`src/rtl/uart_pkg.sv`:
```
// Shared types and default constants for the UART transmit arbiter.
package uart_pkg;

  typedef enum logic [1:0] {
    IDLE   = 2'd0,
    LAUNCH = 2'd1,
    BUSY   = 2'd2
  } state_e;

  localparam int unsigned NUM_REQ_DEF = 4;
  localparam int unsigned TIMEOUT_DEF = 4096;

endpackage

```
`src/rtl/rr_pick.sv`:
```
// Combinational round-robin search: first set req bit starting at last_grant+1.
module rr_pick
  import uart_pkg::*;
#(
  parameter int unsigned NUM_REQ = NUM_REQ_DEF
) (
  input  logic [NUM_REQ-1:0] req,
  input  logic [2:0]         last_grant,
  output logic [2:0]         winner,
  output logic               valid
);

  int unsigned lg;
  int unsigned idx;

  always_comb begin
    winner = '0;
    valid  = 1'b0;
    lg     = {29'd0, last_grant};
    idx    = 0;
    for (int unsigned i = 1; i <= NUM_REQ; i++) begin
      idx = (lg + i) % NUM_REQ;
      if (!valid && req[idx]) begin
        valid  = 1'b1;
        winner = 3'(idx);
      end
    end
  end

endmodule

```
`src/rtl/uart_tx_arbiter.sv`:
```
// Round-robin arbiter sharing one UART transmitter among NUM_REQ requesters,
// with per-frame completion ack and BUSY timeout.
module uart_tx_arbiter
  import uart_pkg::*;
#(
  parameter int unsigned NUM_REQ     = NUM_REQ_DEF,
  parameter int unsigned TIMEOUT_CYC = TIMEOUT_DEF
) (
  input  logic                 tx_tick,
  input  logic                 reset,
  input  logic [NUM_REQ-1:0]   req,
  input  logic [NUM_REQ*8-1:0] req_data,
  output logic [NUM_REQ-1:0]   ack,
  output logic                 err,
  output logic                 tx_start,
  output logic [7:0]           tx_din,
  input  logic                 tx_done,
  output logic [2:0]           grant_id,
  output logic                 busy
);

  localparam int unsigned CW = (TIMEOUT_CYC > 2) ? $clog2(TIMEOUT_CYC) : 1;
  localparam logic [CW-1:0]      CNT_LAST = CW'(TIMEOUT_CYC - 1);
  localparam logic [NUM_REQ-1:0] ACK_ONE  = NUM_REQ'(1);

  state_e               state_q, state_d;
  logic [2:0]           grant_q, grant_d;
  logic [2:0]           last_q, last_d;
  logic [7:0]           din_q, din_d;
  logic [CW-1:0]        cnt_q, cnt_d;
  logic [NUM_REQ-1:0]   ack_q, ack_d;
  logic                 err_q, err_d;
  logic                 done_q;
  logic                 done_rise;
  logic [2:0]           pick_winner;
  logic                 pick_valid;

  rr_pick #(.NUM_REQ(NUM_REQ)) u_rr_pick (
    .req        (req),
    .last_grant (last_q),
    .winner     (pick_winner),
    .valid      (pick_valid)
  );

  // done_q tracks tx_done every cycle, so a level already high on BUSY entry is not an edge.
  assign done_rise = tx_done & ~done_q;

  always_comb begin
    state_d = state_q;
    grant_d = grant_q;
    last_d  = last_q;
    din_d   = din_q;
    cnt_d   = cnt_q;
    ack_d   = '0;
    err_d   = 1'b0;
    case (state_q)
      IDLE: begin
        if (pick_valid) begin
          state_d = LAUNCH;
          grant_d = pick_winner;
          din_d   = req_data[8*pick_winner +: 8];
        end
      end
      LAUNCH: begin
        state_d = BUSY;
        cnt_d   = '0;
      end
      BUSY: begin
        // Completion is tested first so it beats a coincident timeout.
        if (done_rise) begin
          ack_d   = ACK_ONE << grant_q;
          last_d  = grant_q;
          state_d = IDLE;
        end else if (cnt_q == CNT_LAST) begin
          err_d   = 1'b1;
          last_d  = grant_q;
          state_d = IDLE;
        end else begin
          cnt_d = cnt_q + CW'(1);
        end
      end
      default: state_d = IDLE;
    endcase
  end

  always_ff @(posedge tx_tick) begin
    if (reset) begin
      state_q <= IDLE;
      grant_q <= '0;
      last_q  <= 3'(NUM_REQ - 1);
      din_q   <= '0;
      cnt_q   <= '0;
      ack_q   <= '0;
      err_q   <= 1'b0;
      done_q  <= 1'b0;
    end else begin
      state_q <= state_d;
      grant_q <= grant_d;
      last_q  <= last_d;
      din_q   <= din_d;
      cnt_q   <= cnt_d;
      ack_q   <= ack_d;
      err_q   <= err_d;
      done_q  <= tx_done;
    end
  end

  assign tx_start = (state_q == LAUNCH);
  assign busy     = (state_q != IDLE);
  assign ack      = ack_q;
  assign err      = err_q;
  assign tx_din   = din_q;
  assign grant_id = grant_q;

endmodule

```
`config.mk`:
```
export PLATFORM = sky130hd
export DESIGN_NAME = uart_tx_arbiter
export DESIGN_NICKNAME = d
export VERILOG_FILES = /design/src/rtl/uart_pkg.sv /design/src/rtl/rr_pick.sv /design/src/rtl/uart_tx_arbiter.sv
export SDC_FILE = /design/constraint.sdc
export NUM_CORES = 1
export LEC_CHECK = 0
export CORE_MARGIN = 2
export CORE_UTILIZATION = 45
export CTS_CLUSTER_DIAMETER = 30
export DETAILED_ROUTE_END_ITERATION = 6
export GPL_TIMING_DRIVEN = 1
export PLACE_DENSITY = 0.8
export REMOVE_ABC_BUFFERS = 1
export SYNTH_ARGS = -nofsm -noshare
export SYNTH_HDL_FRONTEND = slang
export SYNTH_HIERARCHICAL = 1
export SYNTH_SLANG_ARGS = --single-unit
```
`constraint.sdc`:
```
create_clock -name tx_tick -period 2.1 [get_ports tx_tick]
set_input_delay 0.42 -clock tx_tick [delete_from_list [all_inputs] [get_ports tx_tick]]
set_output_delay 0.42 -clock tx_tick [all_outputs]
set_load 0.05 [all_outputs]
```
* Word-level counts from Yosys, hierarchy flattened
Cells that the tools add are included.
** Word-level totals
- Register bits after elaboration :: 33
- Input bits :: 39
- Output and inout port bits :: 18
- Logic and storage cells :: 72
** Operators by class
- Add/subtract/negate cells :: 5
- Magnitude comparators :: 4
- Equal/unequal tests :: 7
- Shift operators :: 2
- Multiplexer cells :: 26
- Bitwise gates (word level) :: 4
- Reduce and logical (&&, ||, !) cells :: 16
** Operators by type and width (count)
- indexed part select 32 x 7 -> 8 bit :: 1
- 2-to-1 mux 12 bit :: 2
- one-hot mux 12 bit (2 select lines) :: 1
- adder 12 x 1 -> 12 bit (second input constant) :: 1
- == test 12 bit (second input constant) :: 1
- < comparator 2 x 3 -> 1 bit (second input constant) :: 4
- 2-to-1 mux 2 bit :: 6
- 2-to-1 mux 1 bit :: 9
- 2-to-1 mux 3 bit :: 3
- binary-select mux 1 bit (select 2 bit) :: 4
- != test 2 bit (second input constant) :: 3
- one-hot mux 2 bit (3 select lines) :: 1
- AND reduction 2 bit :: 3
- nonzero test 2 bit :: 3
- OR reduction 3 bit :: 2
- adder 2 x 1 -> 2 bit (second input constant) :: 2
- adder 2 bit (second input constant) :: 2
- left shift 1 x 3 -> 4 bit (first input constant) :: 1
- logical AND 1 bit :: 3
- zero test 1 bit :: 3
- != test 3 bit (second input constant) :: 1
- NOT 1 bit :: 3
- AND reduction 3 bit :: 1
- == test 2 x 1 -> 1 bit (second input constant) :: 1
- other kinds (3) :: 3

* Logic depth before layout (Yosys ltp)
Gate-level depths: netlist of run 1.
- Word-level depth :: 15
- Mapped depth :: 7
- Mapped depth without buffers :: 6

* Hierarchy
Netlist of run 1, hierarchy kept.
** Modules (own cells, without submodules)
- uart_tx_arbiter :: times used 1, cells each 184, area each 1760.4 um^2, sequential area each 680.7 um^2
- rr_pick :: times used 1, cells each 16, area each 102.6 um^2, sequential area each 0.0 um^2

* Worst setup path before layout of run 1
No wires, ideal clock.
- Kind :: in2reg
- From :: in req[2]
- To :: reg din_q[1], in the netlist tx_din[1]
- Setup time :: 0.128 ns
- Arrival time :: 1.784 ns
- Required time :: 1.972 ns
- Slack :: 0.189 ns
- Cell stages on the path :: 7
- Path buffers :: 1
- Cell sequence :: and2b_1 a21oi_2 o221ai_2 buf_2 mux4_2 a22oi_1 nor2_1
** On the way
- Cells in the longest elaborated chain, start to end :: 13
- Elaborated cells between the ends (all ways) :: 24
- Classes of those cells :: shift (1); mux (16); reduce/logical (7)
** Ends and longest elaborated chain
- start: declaration :: RTL line uart_tx_arbiter.sv:11 : input logic [NUM_REQ-1:0] req,
- binary-select mux 1 bit (select 2 bit) :: RTL line rr_pick.sv:23 : if (!valid && req[idx]) begin
- 2-to-1 mux 1 bit (not written as such) :: RTL line rr_pick.sv:23
- 2-to-1 mux 1 bit :: RTL line rr_pick.sv:23
- zero test 1 bit :: RTL line rr_pick.sv:23
- logical AND 1 bit :: RTL line rr_pick.sv:23
- 2-to-1 mux 1 bit :: RTL line rr_pick.sv:23
- zero test 1 bit :: RTL line rr_pick.sv:23
- logical AND 1 bit :: RTL line rr_pick.sv:23
- 2-to-1 mux 1 bit :: RTL line rr_pick.sv:23
- zero test 1 bit :: RTL line rr_pick.sv:23
- logical AND 1 bit :: RTL line rr_pick.sv:23
- 2-to-1 mux 3 bit * :: RTL line rr_pick.sv:23
- named net pick_winner[0] :: RTL line uart_tx_arbiter.sv:35 : logic [2:0] pick_winner;
- indexed part select 32 x 7 -> 8 bit * :: RTL line uart_tx_arbiter.sv:61 : din_d = req_data[8*pick_winner +: 8];
- end signal: assignment :: RTL line uart_tx_arbiter.sv:100 : din_q <= din_d;
- end: declaration :: RTL line uart_tx_arbiter.sv:29 : logic [7:0] din_q, din_d;
Mark *: on every way through the listed nets, which the timed path passes. The rest lies on a longest branch. The select of a mux whose other input is x is not followed.
A chain may end at the register's enable or synchronous reset.

* Final worst setup path of run 1
- From :: in req[1]
- To :: reg din_q[0], in the netlist tx_din[0]
The elaborated chain is that of the path after synthesis.

==> impl_metrics.toml, run 1 <==
[route]
wl_per_cell_um = 15.8
vias_per_cell = 5.67
drcViolationCount = 0
detail-route-antenna-nets = 0
drt_iter0_drc = 123
first_pass_iters = 4
num_vias = 1779
wirelength_um = 4960

[grt]
antenna_found_initial = 0
grt_max_degree = 18
grt_pass1_vias = 1522
grt_usage = 0.216
grt_pass1_wl_um = 7280
grt_overflow = 0

[job]
max_cap_viol_count = 0

[cts]
cts_root_buffer = "clkbuf_8"
h-tree-depth = 2
cts_tree = "done"
insertion_delay_ns = 0.29
path_clk_slew_ns = 0.07
cts.sinks = 33
clockBufferDepth = 2
cts_buffers = 5

[sta]
fmax_mhz = 488
hold_violations = 0
fin_crit_sh = 0.976
worstMarginPinSlew_ns = 0.534
worst_slack_ns = 0.0513
fin_crit_ns = 2.05
fin_hold_ws_ns = 0.480
finalMaxSlewViolations = 0
fin_skew_ns = 0.00456
slew_headroom = 0.643
finalSetupViolations = 0

[final_layout]
num_antenna_cells = 0
multi_input_area_mm2 = 0.00108
layout-drive-gt1-share = 0.186
n_fill_cell = 310
areaGrowthSynthToFinish_pct = 46.7
final_common_cell = "clkdlybuf4s50_1"
utilization = 0.680
final_cell_area_mm2 = 0.00268
nets = 307
regArea_um2 = 661
mostFrequentLayoutCells = "clkdlybuf4s50_1 (52), dfxtp_1 (33), nand2_1 (17), buf_4 (16), nor2_1 (14)"

[die]
start_util = 0.464
core-area_mm2 = 0.00394
die_x_um = 67.7
row_count = 23
dieHeight_um = 67.7
die_area_mm2 = 0.00459
pin_count = 57

[synthesis]
syn_inst = 196
ys.warnings.count = 6
synthesis.area_mm2 = 0.00183
syn_area_per_cell_um2 = 9.33

[placement]
pre_cts_slack_ns = -0.267
globalplace.congestion = 0.878
place_hpwl_um = 3380
portBuffers = 56
place_area_mm2 = 0.00250

[min_path]
hold_path_class = "flop to flop"

[critical_path]
crit_fanout = 4
critPathSlowestCell = "clkdlybuf4s50_1"
slowest_delay_ns = 0.53
cp_top_family = "buffers and inverters"
worstPathArrival_ns = 2.23
required_ns = 2.28
end_kind = "flop"
startpoint_type = "input pin"
path_buf_inv = 2
path_class = "input pin to flop"
path_cells = "clkdlybuf4s50_1, a21oi_2, o221ai_4, clkbuf_16, mux4_2, a22oi_2, nor2_1"

[pwr]
p_per_area_mw_per_mm2 = 682
total_power_w = 0.00183
p_leak_nw = 1.03
ir_worst_vdd_mv = 0.392

[status]
outcome = "complete, no violations"
[sequential cells by signal, indices dropped and copies added, names as in the netlist]
register	cells
cnt_q	12
tx_din	8
ack	4
grant_id	3
last_q	2
state_q	2
done_q	1
err	1
[routing by layer]
layer  GRT usage  up-vias  share of wire  routed length (um)
met3      0.0450        9          0.049                 241
met5           0        -              0                   0
li1            -      872              -                   -
met2       0.338       54           0.49                2410
met1       0.291      844           0.45                2230
met4      0.0842        0          0.017                  84
[per-stage QoR]
| step | cells | TNS, ns |
|---|---|---|
| 6_report | 314 | 0 |
| 3_3_place_gp | 303 | -1.73 |
| 5_1_grt | 314 | -0.0926 |
| 3_5_place_dp | 303 | -1.97 |
| 4_1_cts | 311 | 0 |
| 2_1_floorplan | 183 | 0 |
[power by group]
group / switching [W] / internal [W]
clock: 0.000232 / 0.000296
combinational: 0.000333 / 0.000281
sequential: 0.0000285 / 0.000659
[tightest hold or removal path: stages (launching register included)]
cell	delay (ns)
dfxtp_1	0.33
nand2_1	0.06
mux2i_1	0.05
[path summary, 6_finish.rpt]
check	startpoint	end	slack (ns)	depth (start not counted)
worst max-delay path	req[1]	tx_din[0]	0.05	7
worst min-delay path	state_q[1]	state_q[1]	0.48	2
worst max register to register	last_q[1]	tx_din[0]	0.10	7
worst min register to register	state_q[1]	state_q[1]	0.48	2
[layout make-up]
| cell class | instances | share of cell area |
|---|---|---|
| clock inverters | 1 | 0.00187 |
| clock buffers | 7 | 0.0359 |
| well taps | 50 | 0.0233 |
| flip-flops and latches | 33 | 0.246 |
| multi-input cells | 137 | 0.402 |
| inverters | 13 | 0.0182 |
| repair buffers | 73 | 0.272 |
[repair_timing]
item	CTS	global route
hold buffers	0	0
setup endpoints to repair	1	8
pin swaps	0	1
cloned	0	1
endpoints found under the hold margin	0	0
buffers inserted	0	2
gates resized for setup	1	8
Note: power is estimated with default switching activity, not from simulation.
==> inputs of run 2 (changes only) <==
--- a/config.mk
+++ b/config.mk
@@ -5,7 +5,7 @@
 export SDC_FILE = /design/constraint.sdc
 export NUM_CORES = 1
 export LEC_CHECK = 0
-export CORE_MARGIN = 2
+export CORE_MARGIN = 8
 export CORE_UTILIZATION = 45
 export CTS_CLUSTER_DIAMETER = 30
 export DETAILED_ROUTE_END_ITERATION = 6
==> run 2 against run 1 <==
Against the previous run:
- final cell count down 0.64%
- clock power decreased by 16%
- flip-flop and latch count did not move
- clock skew grew 0.0028 ns
- final area is 1.9% lower
- critical path depth is 6 lower
- worst setup slack gained 0.038 ns
- largest power group unchanged
==> impl_metrics.toml, run 2 (synthesis results as in run 1) <==
[status]
outcome = "complete, no violations"

[final_layout]
layout.cells.non_filler = 312
multi_input_area_mm2 = 0.00107
num_antenna_cells = 0
utilization = 0.668
layout-drive-gt1-share = 0.172
final_cell_area_mm2 = 0.00263
final_common_cell = "clkdlybuf4s50_1"
nets = 307
largest_register_ffs = 12
mostFrequentLayoutCells = "clkdlybuf4s50_1 (50), dfxtp_1 (33), nand2_1 (17), buf_4 (17), nor2_1 (15)"
regMostFlops = "cnt_q"
n_fill_cell = 316
regArea_um2 = 661
areaGrowthSynthToFinish_pct = 44.0

[cts]
cts_root_buffer = "clkbuf_8"
cts_tree = "done"
post_cts_buffers = 0
h-tree-depth = 2
cts_buffers = 5
cts_hold_buf = 0
insertion_delay_ns = 0.29
cts.sinks = 33
clockBufferDepth = 2
path_clk_slew_ns = 0.07

[pwr]
combPwrFrac = 0.355
pwr-share-clk = 0.254
p_sw_w = 0.000592
p_leak_nw = 1.01
p_per_area_mw_per_mm2 = 666
switching_share = 0.338
internal_power_w = 0.00116
ir_worst_vdd_mv = 0.315
seq_power_share = 0.392

[grt]
grt_max_degree = 18
antenna_found_initial = 0
grt_usage = 0.179
grt_pass1_wl_um = 8980
grt_overflow = 0
grt_pass1_vias = 1854

[sta]
fmax_mhz = 497
hold_violations = 0
finalSetupViolations = 0
worstMarginPinSlew_ns = 0.721
fin_skew_ns = 0.00737
slew_headroom = 0.517
rsz0062_at_grt = "false"
fin_crit_ns = 2.01
fin_crit_sh = 0.958
finalMaxSlewViolations = 0

[placement]
portBuffers = 56
place_hpwl_um = 4070
dpl.cell_count = 305
place_area_mm2 = 0.00251
globalplace.congestion = 0.869

[route]
wl_per_cell_um = 18.1
detail-route-antenna-nets = 0
first_pass_iters = 4
num_vias = 1858
drt_iter0_drc = 139
vias_per_cell = 5.96
drcViolationCount = 0
wirelength_um = 5640

[die]
die_area_mm2 = 0.00636
core-area_mm2 = 0.00394
row_count = 23
start_util = 0.464
die_x_um = 79.7
pin_count = 57
dieHeight_um = 79.7

[critical_path]
critPathSlowestCell = "clkdlybuf4s50_1"
end_kind = "primary output"
path_buf_inv = 1
required_ns = 1.68
path_cells = "clkdlybuf4s50_1"
crit_fanout = 7
slowest_delay_ns = 0.86
cp_top_family = "buffers and inverters"
worstPathArrival_ns = 1.59
startpoint_type = "flop"
path_class = "flop to primary output"

[job]
max_cap_viol_count = 0

[min_path]
hold_path_class = "flop to flop"
==> run 2: area by class of cell <==
class	instances	share of cell area
Multi-Input combinational cell	137	0.405
Timing Repair Buffer	73	0.273
Sequential cell	33	0.251
Clock buffer	5	0.0261
Tap cell	50	0.0238
Inverter	13	0.0185
Clock inverter	1	0.00190
==> run 2: what timing repair did <==
| item | 4_1_cts | 5_1_grt |
|---|---|---|
| resized for setup | 6 | 2 |
| cloned | 1 | 0 |
| endpoints found under the setup margin | 2 | 3 |
| pin swaps | 1 | 1 |
==> run 2: metrics by stage <==
step / setup TNS [ns] / hold slack [ns] / setup WS, ns / total power, W
floorplan: 0 / 0.451 / 0.0279 / 0.00102
global placement: -1.81 / 0.462 / -0.249 / 0.00128
detailed placement: -2.25 / 0.469 / -0.330 / 0.00129
CTS: 0 / 0.477 / 0.0459 / 0.00176
global route: 0 / 0.514 / 0.00479 / 0.00183
finish: 0 / 0.477 / 0.0890 / 0.00175
==> run 2: layer usage <==
metal | share of wire | wire length (um) | vias to the layer above | track usage
li1 | - | - | 874 | -
met1 | 0.40 | 2250 | 904 | 0.206
met2 | 0.53 | 2970 | 72 | 0.311
met3 | 0.057 | 322 | 8 | 0.0338
met4 | 0.017 | 95 | 0 | 0.0800
met5 | 0 | 0 | - | 0
==> run 2: power groups by stage <==
stage               Clock (W)  Combinational, W  Sequential [W]
finish               0.000445          0.000622        0.000686
global route         0.000476          0.000664        0.000691
CTS                  0.000455          0.000616        0.000685
detailed placement          0          0.000593        0.000698
global placement            0          0.000582        0.000696
floorplan                   0          0.000252        0.000769
==> run 2: worst paths after layout <==
kind,start,depth (start not counted),slack [ns],to
worst min register to register,grant_id[2],2,0.48,grant_id[2]
worst min-delay path,grant_id[2],2,0.48,grant_id[2]
worst max-delay path,grant_id[1],1,0.09,grant_id[1]
worst max register to register,cnt_q[0],5,0.18,cnt_q[8]
==> inputs of run 3 (changes only) <==
--- a/config.mk
+++ b/config.mk
@@ -5,6 +5,7 @@
 export SDC_FILE = /design/constraint.sdc
 export NUM_CORES = 1
 export LEC_CHECK = 0
+export CAP_MARGIN = 5
 export CORE_MARGIN = 8
 export CORE_UTILIZATION = 45
 export CTS_CLUSTER_DIAMETER = 30
==> results of run 3 <==
No change in the layout: final DEF, timing and power equal those of run 2.
